[src/rtl/oflow_core_set_scheduler.sv]
// oflow_core_set_scheduler
// Frame/set sequencer for the oflow core. A frame of up to MAX_BBOX bboxes is
// split into sets of PE_NUM. Each set is handshaken with the DMA, then runs
// feature extraction and registration on its active PEs only. After the last
// set the buffer write is triggered and the frame counter advances.
// Optional feature macro: OFLOW_SCHED_OVERLAP_EN. When it is defined, the FE
// of set k+1 may be launched while set k is still in registration.
module oflow_core_set_scheduler #(
    parameter int PE_NUM   = 24,
    parameter int MAX_BBOX = 48,
    parameter int FRAME_W  = 8,
    parameter int CNT_W    = $clog2(MAX_BBOX + 1),
    parameter int SET_W    = $clog2(MAX_BBOX / PE_NUM + 2)
) (
    input  logic               clk,
    input  logic               reset_N,
    input  logic               start,
    input  logic               new_frame,
    input  logic [CNT_W-1:0]   num_of_bbox_in_frame,
    output logic               ready_new_frame,
    input  logic               new_set_from_dma,
    output logic               ready_new_set,
    output logic [PE_NUM-1:0]  start_fe,
    input  logic [PE_NUM-1:0]  done_fe,
    output logic [PE_NUM-1:0]  start_registration,
    input  logic [PE_NUM-1:0]  done_registration,
    output logic               start_write_mem,
    input  logic               done_write,
    output logic               rnw_st,
    output logic [PE_NUM-1:0]  active_mask,
    output logic [SET_W-1:0]   set_idx,
    output logic [FRAME_W-1:0] frame_num,
    output logic               done_frame,
    output logic               valid_id
);

    typedef enum logic [2:0] {
        ST_IDLE       = 3'd0,
        ST_WAIT_FRAME = 3'd1,
        ST_WAIT_SET   = 3'd2,
        ST_FE         = 3'd3,
        ST_REG        = 3'd4,
        ST_WRITE      = 3'd5,
        ST_DONE       = 3'd6
    } state_t;

    localparam logic [PE_NUM-1:0] MASK_ZERO = {PE_NUM{1'b0}};
    localparam logic [CNT_W-1:0]  CNT_ZERO  = {CNT_W{1'b0}};

    // LSB-packed mask with min(PE_NUM, rem) bits set.
    function automatic logic [PE_NUM-1:0] mask_of(input logic [CNT_W-1:0] rem);
        logic [PE_NUM-1:0] m;
        m = {PE_NUM{1'b0}};
        for (int i = 0; i < PE_NUM; i++) begin
            if (i < int'(rem)) begin
                m[i] = 1'b1;
            end else begin
                m[i] = 1'b0;
            end
        end
        return m;
    endfunction

    // Number of PEs enabled in a mask, in bbox-count width.
    function automatic logic [CNT_W-1:0] popcount(input logic [PE_NUM-1:0] m);
        logic [CNT_W-1:0] cnt;
        cnt = {CNT_W{1'b0}};
        for (int i = 0; i < PE_NUM; i++) begin
            cnt = cnt + CNT_W'(m[i]);
        end
        return cnt;
    endfunction

    state_t             state_q, state_d;
    logic [CNT_W-1:0]   remaining_q, remaining_d;
    logic [SET_W-1:0]   set_idx_q, set_idx_d;
    logic [PE_NUM-1:0]  mask_q, mask_d;
    logic [PE_NUM-1:0]  sticky_fe_q, sticky_fe_d;
    logic [PE_NUM-1:0]  sticky_reg_q, sticky_reg_d;
    logic [PE_NUM-1:0]  start_reg_q, start_reg_d;
    logic               start_wr_q, start_wr_d;
    logic               rnw_q, rnw_d;
    logic               done_frame_q, done_frame_d;
    logic [FRAME_W-1:0] frame_num_q, frame_num_d;
    logic               ready_frame_q, ready_frame_d;
    logic               ready_set_q, ready_set_d;
    logic [PE_NUM-1:0]  start_fe_s;
    logic [CNT_W-1:0]   n_clamp_s;
    logic [CNT_W-1:0]   rem_after_s;
    logic [PE_NUM-1:0]  reg_seen_s;
    logic               fe_all_s;
    logic               reg_all_s;
`ifdef OFLOW_SCHED_OVERLAP_EN
    logic [PE_NUM-1:0]  nxt_mask_q, nxt_mask_d;
    logic [PE_NUM-1:0]  nxt_sticky_q, nxt_sticky_d;
    logic               nxt_launched_q, nxt_launched_d;
    logic               can_launch_s;
    logic               nxt_fe_all_s;
`endif

    // Next-state, datapath updates and output pulses for the set sequencer.
    always_comb begin
        state_d       = state_q;
        remaining_d   = remaining_q;
        set_idx_d     = set_idx_q;
        mask_d        = mask_q;
        sticky_fe_d   = sticky_fe_q;
        sticky_reg_d  = sticky_reg_q;
        start_reg_d   = MASK_ZERO;
        start_wr_d    = 1'b0;
        done_frame_d  = 1'b0;
        frame_num_d   = frame_num_q;
        start_fe_s    = MASK_ZERO;

        if (num_of_bbox_in_frame > CNT_W'(MAX_BBOX)) begin
            n_clamp_s = CNT_W'(MAX_BBOX);
        end else begin
            n_clamp_s = num_of_bbox_in_frame;
        end
        rem_after_s = remaining_q - popcount(mask_q);
        fe_all_s    = (((sticky_fe_q | done_fe) & mask_q) == mask_q);
        // The registration start cycle ignores done pulses; sampling begins after it.
        if (start_reg_q != MASK_ZERO) begin
            reg_seen_s = MASK_ZERO;
        end else begin
            reg_seen_s = sticky_reg_q | done_registration;
        end
        reg_all_s = ((reg_seen_s & mask_q) == mask_q);

`ifdef OFLOW_SCHED_OVERLAP_EN
        nxt_mask_d     = nxt_mask_q;
        nxt_sticky_d   = nxt_sticky_q;
        nxt_launched_d = nxt_launched_q;
        can_launch_s   = (rem_after_s != CNT_ZERO) && !nxt_launched_q;
        nxt_fe_all_s   = (((nxt_sticky_q | done_fe) & nxt_mask_q) == nxt_mask_q);
`endif

        case (state_q)
            ST_IDLE: begin
                if (start) begin
                    state_d = ST_WAIT_FRAME;
                end else begin
                    state_d = ST_IDLE;
                end
            end
            ST_WAIT_FRAME: begin
                if (new_frame) begin
                    remaining_d = n_clamp_s;
                    set_idx_d   = {SET_W{1'b0}};
                    if (n_clamp_s == CNT_ZERO) begin
                        state_d      = ST_DONE;
                        done_frame_d = 1'b1;
                    end else begin
                        state_d = ST_WAIT_SET;
                    end
                end else begin
                    state_d = ST_WAIT_FRAME;
                end
            end
            ST_WAIT_SET: begin
                if (new_set_from_dma) begin
                    mask_d      = mask_of(remaining_q);
                    start_fe_s  = mask_d;
                    sticky_fe_d = MASK_ZERO;
                    state_d     = ST_FE;
                end else begin
                    state_d = ST_WAIT_SET;
                end
            end
            ST_FE: begin
                sticky_fe_d = sticky_fe_q | (done_fe & mask_q);
                if (fe_all_s) begin
                    state_d      = ST_REG;
                    start_reg_d  = mask_q;
                    sticky_reg_d = MASK_ZERO;
                end else begin
                    state_d = ST_FE;
                end
            end
            ST_REG: begin
                sticky_reg_d = reg_seen_s & mask_q;
`ifdef OFLOW_SCHED_OVERLAP_EN
                if (can_launch_s && new_set_from_dma) begin
                    nxt_mask_d     = mask_of(rem_after_s);
                    start_fe_s     = nxt_mask_d;
                    nxt_sticky_d   = MASK_ZERO;
                    nxt_launched_d = 1'b1;
                end else if (nxt_launched_q) begin
                    nxt_sticky_d = nxt_sticky_q | (done_fe & nxt_mask_q);
                end else begin
                    nxt_sticky_d = nxt_sticky_q;
                end
`endif
                if (reg_all_s) begin
                    remaining_d  = rem_after_s;
                    set_idx_d    = set_idx_q + SET_W'(1'b1);
                    sticky_reg_d = MASK_ZERO;
`ifdef OFLOW_SCHED_OVERLAP_EN
                    if (nxt_launched_d && !nxt_launched_q) begin
                        // next FE launched in this very cycle: wait for it in FE
                        state_d        = ST_FE;
                        mask_d         = nxt_mask_d;
                        sticky_fe_d    = MASK_ZERO;
                        nxt_launched_d = 1'b0;
                    end else if (nxt_launched_q && nxt_fe_all_s) begin
                        state_d        = ST_REG;
                        mask_d         = nxt_mask_q;
                        start_reg_d    = nxt_mask_q;
                        nxt_launched_d = 1'b0;
                    end else if (nxt_launched_q) begin
                        state_d        = ST_FE;
                        mask_d         = nxt_mask_q;
                        sticky_fe_d    = nxt_sticky_d;
                        nxt_launched_d = 1'b0;
                    end else
`endif
                    if (rem_after_s != CNT_ZERO) begin
                        state_d = ST_WAIT_SET;
                    end else begin
                        state_d    = ST_WRITE;
                        start_wr_d = 1'b1;
                    end
                end else begin
                    state_d = ST_REG;
                end
            end
            ST_WRITE: begin
                if (done_write) begin
                    state_d      = ST_DONE;
                    done_frame_d = 1'b1;
                end else begin
                    state_d = ST_WRITE;
                end
            end
            ST_DONE: begin
                frame_num_d = frame_num_q + FRAME_W'(1'b1);
                state_d     = ST_WAIT_FRAME;
            end
            default: begin
                state_d = ST_IDLE;
            end
        endcase

        rnw_d         = (state_d != ST_WRITE);
        ready_frame_d = (state_d == ST_WAIT_FRAME);
        ready_set_d   = (state_d == ST_WAIT_SET);
`ifdef OFLOW_SCHED_OVERLAP_EN
        if ((state_d == ST_REG) && !nxt_launched_d &&
            ((remaining_d - popcount(mask_d)) != CNT_ZERO)) begin
            ready_set_d = 1'b1;
        end else begin
            ready_set_d = (state_d == ST_WAIT_SET);
        end
`endif
    end

    // State and output registers; reset abandons all progress.
    always_ff @(posedge clk or negedge reset_N) begin
        if (!reset_N) begin
            state_q       <= ST_IDLE;
            remaining_q   <= {CNT_W{1'b0}};
            set_idx_q     <= {SET_W{1'b0}};
            mask_q        <= {PE_NUM{1'b0}};
            sticky_fe_q   <= {PE_NUM{1'b0}};
            sticky_reg_q  <= {PE_NUM{1'b0}};
            start_reg_q   <= {PE_NUM{1'b0}};
            start_wr_q    <= 1'b0;
            rnw_q         <= 1'b1;
            done_frame_q  <= 1'b0;
            frame_num_q   <= {FRAME_W{1'b0}};
            ready_frame_q <= 1'b0;
            ready_set_q   <= 1'b0;
        end else begin
            state_q       <= state_d;
            remaining_q   <= remaining_d;
            set_idx_q     <= set_idx_d;
            mask_q        <= mask_d;
            sticky_fe_q   <= sticky_fe_d;
            sticky_reg_q  <= sticky_reg_d;
            start_reg_q   <= start_reg_d;
            start_wr_q    <= start_wr_d;
            rnw_q         <= rnw_d;
            done_frame_q  <= done_frame_d;
            frame_num_q   <= frame_num_d;
            ready_frame_q <= ready_frame_d;
            ready_set_q   <= ready_set_d;
        end
    end

`ifdef OFLOW_SCHED_OVERLAP_EN
    // Registers for the look-ahead set whose FE overlaps current registration.
    always_ff @(posedge clk or negedge reset_N) begin
        if (!reset_N) begin
            nxt_mask_q     <= {PE_NUM{1'b0}};
            nxt_sticky_q   <= {PE_NUM{1'b0}};
            nxt_launched_q <= 1'b0;
        end else begin
            nxt_mask_q     <= nxt_mask_d;
            nxt_sticky_q   <= nxt_sticky_d;
            nxt_launched_q <= nxt_launched_d;
        end
    end
`endif

    // start_fe is combinational so the DMA handshake launches FE with zero latency.
    assign start_fe           = start_fe_s;
    assign start_registration = start_reg_q;
    assign start_write_mem    = start_wr_q;
    assign rnw_st             = rnw_q;
    assign active_mask        = mask_q;
    assign set_idx            = set_idx_q;
    assign frame_num          = frame_num_q;
    assign done_frame         = done_frame_q;
    assign valid_id           = done_frame_q;
    assign ready_new_frame    = ready_frame_q;
    assign ready_new_set      = ready_set_q;

endmodule
[config.mk]
export PLATFORM = sky130hd
export DESIGN_NAME = oflow_core_set_scheduler
export DESIGN_NICKNAME = d
export VERILOG_FILES = /design/src/rtl/oflow_core_set_scheduler.sv
export SDC_FILE = /design/constraint.sdc
export NUM_CORES = 1
export LEC_CHECK = 0
export CORE_ASPECT_RATIO = 0.6
export CORE_MARGIN = 4
export CORE_UTILIZATION = 40
export DETAILED_ROUTE_END_ITERATION = 7
export PLACE_DENSITY = 0.65
export SLEW_MARGIN = 20
export SYNTH_ARGS = -nofsm -noshare
export SYNTH_HDL_FRONTEND = slang
export SYNTH_SLANG_ARGS = --single-unit
[constraint.sdc]
create_clock -name clk -period 8.54 [get_ports clk]
set_clock_uncertainty 0.2 [all_clocks]
set_input_delay 0.854 -clock clk [delete_from_list [all_inputs] [get_ports clk]]
set_output_delay 0.854 -clock clk [all_outputs]
set_load 0.005 [all_outputs]
# ---- Yosys cells after proc, flatten, opt, wreduce, memory -nomap -nowiden
# Cells that the tools add are included.
dict set report totals {
  input_bits 60
  n_memories 0
  latchBits 0
  rom_bits 0
  output_inout_bits 88
  ram_bits 0
  register_bits 120
  word_cells 153
}
dict set report op_classes {
  bitwise 6
  n_mux 57
  n_lt_le_gt_ge 25
  addsub 26
  multipliers 0
  eq_ne 15
  div 0
  n_reduce_logical 11
  shift 0
}
# op count
set op_table {}
lappend op_table {{2-to-1 mux 24 bit} 8}
lappend op_table {{adder 6 x 1 -> 6 bit} 18}
lappend op_table {{case mux 24 bit (2 select lines)} 2}
lappend op_table {{AND 24 bit} 3}
lappend op_table {{OR 24 bit} 3}
lappend op_table {{== test 24 bit} 2}
lappend op_table {{less-than comparator 4 x 6 -> 1 bit (first input constant)} 8}
lappend op_table {{less-than comparator 5 x 6 -> 1 bit (first input constant)} 8}
lappend op_table {{2-to-1 mux 1 bit} 32}
lappend op_table {{less-than comparator 3 x 6 -> 1 bit (first input constant)} 4}
lappend op_table {{nonzero test 24 bit} 1}
lappend op_table {{case mux 3 bit (7 select lines)} 1}
lappend op_table {{2-to-1 mux 6 bit} 3}
lappend op_table {{2-to-1 mux 3 bit} 5}
lappend op_table {{less-than comparator 1 x 6 -> 1 bit (first input constant)} 2}
lappend op_table {{less-than comparator 2 x 6 -> 1 bit (first input constant)} 2}
lappend op_table {{case mux 6 bit (2 select lines)} 1}
lappend op_table {{== test 3 x 2 -> 1 bit (second input constant)} 3}
lappend op_table {{== test 3 bit (second input constant)} 3}
lappend op_table {{adder 8 x 1 -> 8 bit (second input constant)} 1}
lappend op_table {{!= test 2 bit (second input constant)} 4}
lappend op_table {{adder 5 x 1 -> 6 bit} 1}
lappend op_table {{== test 3 x 1 -> 1 bit (second input constant)} 2}
lappend op_table {{greater-than comparator 6 bit (second input constant)} 1}
lappend op_table {{other kinds (16)} 22}

# ---- Logic depth before layout (Yosys ltp)
dict set report logic_depth {
  depth_word 29
  ltp_mapped 23
  ltp_nobuf 22
}

# ---- Worst setup path before layout
# Ideal clock, no wire load.
dict set report synth_timing {
  path_kind {register to register}
  startpoint {reg mask_q[10] (netlist: active_mask[10])}
  endpoint {reg ready_set_q (netlist: ready_new_set)}
  path_slack_ps 2166
  path_stages_with_launch 24
  setup_ps 88
  t_arrival_ps 6085
  path_cell_list {dfrtp_1 -> clkbuf_1 -> inv_1 -> fa_1 -> inv_1 -> fa_1 -> inv_1 -> ha_1 -> or2_2 -> fa_1 -> fa_1 -> fa_1 -> inv_1 -> fa_1 -> inv_1 -> ha_1 -> nand2_1 -> o21ai_0 -> a21o_1 -> a21oi_1 -> xnor2_1 -> nor3_1 -> o32a_1 -> nor3b_1}
}
dict set report synth_between {
  elab_chain_cells 20
  word_cells_on_any_way 25
}
# item line
set synth_rtl {}
lappend synth_rtl {{from (decl)} 77} ;# logic [PE_NUM-1:0] mask_q, mask_d;
lappend synth_rtl {{from (signal assigned)} 263} ;# mask_q <= {PE_NUM{1'b0}};
lappend synth_rtl {{from (signal assigned)} 277} ;# mask_q <= mask_d;
lappend synth_rtl {{adder 6 x 1 -> 6 bit (14 in series)} 69} ;# cnt = cnt + CNT_W'(m[i]);
lappend synth_rtl {{subtractor 6 bit} 120} ;# rem_after_s = remaining_q - popcount(mask_q);
lappend synth_rtl {{nonzero test 6 bit} 217} ;# if (rem_after_s != CNT_ZERO) begin
lappend synth_rtl {{2-to-1 mux 3 bit} 217}
lappend synth_rtl {{2-to-1 mux 3 bit} 194} ;# if (reg_all_s) begin
lappend synth_rtl {{case mux 3 bit (7 select lines) *} 138} ;# case (state_q)
lappend synth_rtl {{via state_d[2]} 74} ;# state_t state_q, state_d;
lappend synth_rtl {{== test 3 x 2 -> 1 bit *} 246} ;# ready_set_d = (state_d == ST_WAIT_SET);
lappend synth_rtl {{via ready_set_d} 86} ;# logic ready_set_q, ready_set_d;
lappend synth_rtl {{to (signal assigned)} 286} ;# ready_set_q <= ready_set_d;
lappend synth_rtl {{to (decl)} 86}
# Mark *: on every way through the listed nets, which the timed path passes. The rest lies on a longest branch.
# A chain may end at the register's enable or synchronous reset.

# ---- Worst setup path in the final report
dict set report layout_timing {
  startpoint {reg mask_q[11] (netlist: active_mask[11])}
  endpoint {reg ready_set_q (netlist: ready_new_set)}
}
dict set report layout_between {
  elab_chain_cells 19
  word_cells_on_any_way 24
}
# item line
set layout_rtl {}
lappend layout_rtl {{adder 6 x 1 -> 6 bit (13 in series)} 69}
lappend layout_rtl {{subtractor 6 bit} 120}
lappend layout_rtl {{nonzero test 6 bit} 217}
lappend layout_rtl {{2-to-1 mux 3 bit} 217}
lappend layout_rtl {{2-to-1 mux 3 bit} 194}
lappend layout_rtl {{case mux 3 bit (7 select lines) *} 138}
lappend layout_rtl {{via state_d[2]} 74}
lappend layout_rtl {{== test 3 x 2 -> 1 bit *} 246}
lappend layout_rtl {{via ready_set_d} 86}
# Marked as above.

==> run summary <==
Outcome = complete, no violations
Iter 0 DRT Violations = 659
Average wire per standard cell = 22.2 um
RSZ-0062 raised after global routing = no
Drt pass-1 iters = 7
Setup crit start kind = flop
Post-CTS Setup Inserts = 0
Worst Path Required = 8.67 ns
Clock latency on the worst-skew pair = 0.41 ns
Antenna violations before repair = 1
Final Critical Period = 6.94 ns
All-Layer GR Usage = 24.9%
Hold Vio Cnt, Final = 0
Layout Nets = 955
Min-Delay Path Class = in -> async
Synth cell count leaders = dfrtp_1 (119), nor2_1 (100), inv_1 (72)
I/O pins = 148
Post-route cell area = 9150 sq um
ANT nets after route = 0
CTS Buffer Depth = 2
Seq cells post-synth = 120
Share of cells above drive strength 1 = 7.58%
TritonCTS clock tree = done
Mean Syn Cell Area = 9.74 sq um
Setup TNS = 0 ns
Drt total wl = 24.1 mm
Core Box Area = 16500 sq um
Number of flops mapped to enable cells by yosys = 0
Main synth FF type = dfrtp_1
Num CTS Buffers = 17
Most frequent cell after synthesis = dfrtp_1
# setup viols final = 0
Syn Inst Count = 704
Pre-CTS WS = 1.66 ns
Slew headroom = 39.4%
Max Cap Viol = 0
Met3 Track Usage GR = 8.73%
DP Area = 8550 sq um
TritonCTS Sinks = 120
YS warnings = 0
Initial Utilization = 41.5%
Post-synthesis sequential area ratio = 43.8%
Dominant cell type by area after synthesis = dfrtp_1
Area contributors post-synth = dfrtp_1 (43%), fa_1 (8.8%), nor2_1 (5.5%)
Vias in the first global route = 6216
FF-to-FF setup slack = 1.60 ns
Pin slew with the least headroom to its limit = 0.910 ns
Synthesis-to-layout area growth = 33.6%
GRT met1 Usage = 37.5%
Worst reg2reg endpoint = ready_new_set$_DFF_PN0_
Syn Std Cell Area = 6850 sq um
Reg2reg path depth = 22
Vias = 6280
Dpl hpwl = 17.6 mm
Distinct cells, synth = 55
Syn nets = 813
H-tree depth = 4
Die Ht = 109 um
CP Max Fanout = 8
Die ar. = 19400 sq um
PortBufs = 147
Largest net degree at the start of global routing = 81
Hold-fix buffers, CTS = 0
Fmax = 144 MHz
Routability cong. = 0.872
CTS resizes = 0
Crit path launch = active_mask[11]$_DFFE_PN0P_
Total gr overflow = 0
DR vias/cell = 5.78
Tcrit/Tclk final = 81.3%
Post-synthesis async set-or-reset flop share = 100%
Busiest metal layer after global routing = met1
Worst-path clk slew = 0.06 ns
Final Worst Setup Slack = 1.60 ns
RR Startpoint = active_mask[11]$_DFFE_PN0P_
M2 GR Usage = 34.6%
Residual DRC = 0
Crit end category = flop
First-pass GRT wire length = 36.6 mm
N_diodes = 0
Row count = 36
Max Slew Vio Count = 0
Yosys top cell area share = 43.4%
Crit Path Category = reg -> reg
Critical Path AT = 7.07 ns
Root buffer cell = clkbuf_16
Chip width = 177 um
Final Util = 55.4%
-- metrics by stage --
step | hold slack, ns | std cells
2_1_floorplan | 0.254 | 704
3_3_place_gp | 0.262 | 1055
3_5_place_dp | 0.279 | 1055
4_1_cts | 0.232 | 1086
5_1_grt | 0.254 | 1086
6_report | 0.222 | 1086
-- kinds of logic (layout without fill, tap and decap cells) --
group / Yosys count / in the layout / share of synthesized area (%)
fa+ha+maj: 49 / 49 / 12.2
mux: 11 / 11 / 1.66
buf+inv: 105 / 259 / 6.06
xor+xnor: 17 / 17 / 2.17
compound gates: 180 / 180 / 17.7
simple gates: 222 / 222 / 16.3
flops: 120 / 120 / 43.8
-- worst max-delay path, cell delays in order (launching register included) --
cell	delay (ns)
dfrtp_1	0.59
inv_1	0.16
fa_1	0.53
inv_1	0.06
fa_1	0.56
inv_1	0.07
ha_1	0.17
or2_2	0.29
fa_1	0.56
fa_1	0.45
fa_1	0.55
inv_1	0.06
fa_1	0.56
inv_1	0.06
ha_1	0.31
nand2_1	0.06
o21ai_0	0.28
a21o_1	0.18
a21oi_1	0.10
xnor2_1	0.30
nor3_1	0.16
o32a_1	0.39
nor3b_1	0.22
-- worst max path at each step --
| stage | endpoint | slack, ns | depth (start not counted) |
|---|---|---|---|
| final | ready_new_set$_DFF_PN0_ | 1.60 | 22 |
| after global placement | ready_new_set$_DFF_PN0_ | 1.93 | 22 |
| after CTS | ready_new_set$_DFF_PN0_ | 1.60 | 22 |
| after detailed placement | ready_new_set$_DFF_PN0_ | 1.66 | 22 |
| after floorplan | ready_new_set$_DFF_PN0_ | 2.17 | 23 |
| after global routing | ready_new_set$_DFF_PN0_ | 1.28 | 22 |
-- per-layer routing --
metal / vias up / wire (um)
met5: - / 0
met4: 0 / 269
met3: 23 / 3170
met2: 389 / 9740
met1: 3106 / 10900
li1: 2762 / -
-- state kept, by name, indices dropped and copies added, names as in the netlist --
name,cells
sticky_reg_q,24
done_frame,1
set_idx,2
active_mask,24
frame_num,8
start_registration,24
remaining_q,6
sticky_fe_q,24
state_q,3
ready_new_frame,1
start_write_mem,1
ready_new_set,1
rnw_st,1
-- final cells by class --
| cell class | count | area (sq um) |
|---|---|---|
| Clock buffer | 17 | 425 |
| Clock inverter | 14 | 174 |
| Fill cell | 1437 | 7380 |
| Inverter | 72 | 270 |
| Multi-Input combinational cell | 479 | 3450 |
| Sequential cell | 120 | 3000 |
| Tap cell | 228 | 285 |
| Timing Repair Buffer | 156 | 1540 |
-- cells in the final DEF, fill, tap and decap left out, types with 17 or more instances in the layout --
cell type,netlist,routed
nor2_1,100,99
dfrtp_1,119,119
clkdlybuf4s50_1,0,146
o21ai_0,37,37
ha_1,19,19
clkbuf_16,0,17
fa_1,30,30
nand2_1,24,24
inv_1,72,72
a21o_1,24,24
a31oi_1,28,28
a21oi_1,30,30
and3_1,26,26
Power is not shown: default switching activity piles up to over one toggle a cycle in this logic, so the estimate is an artifact.
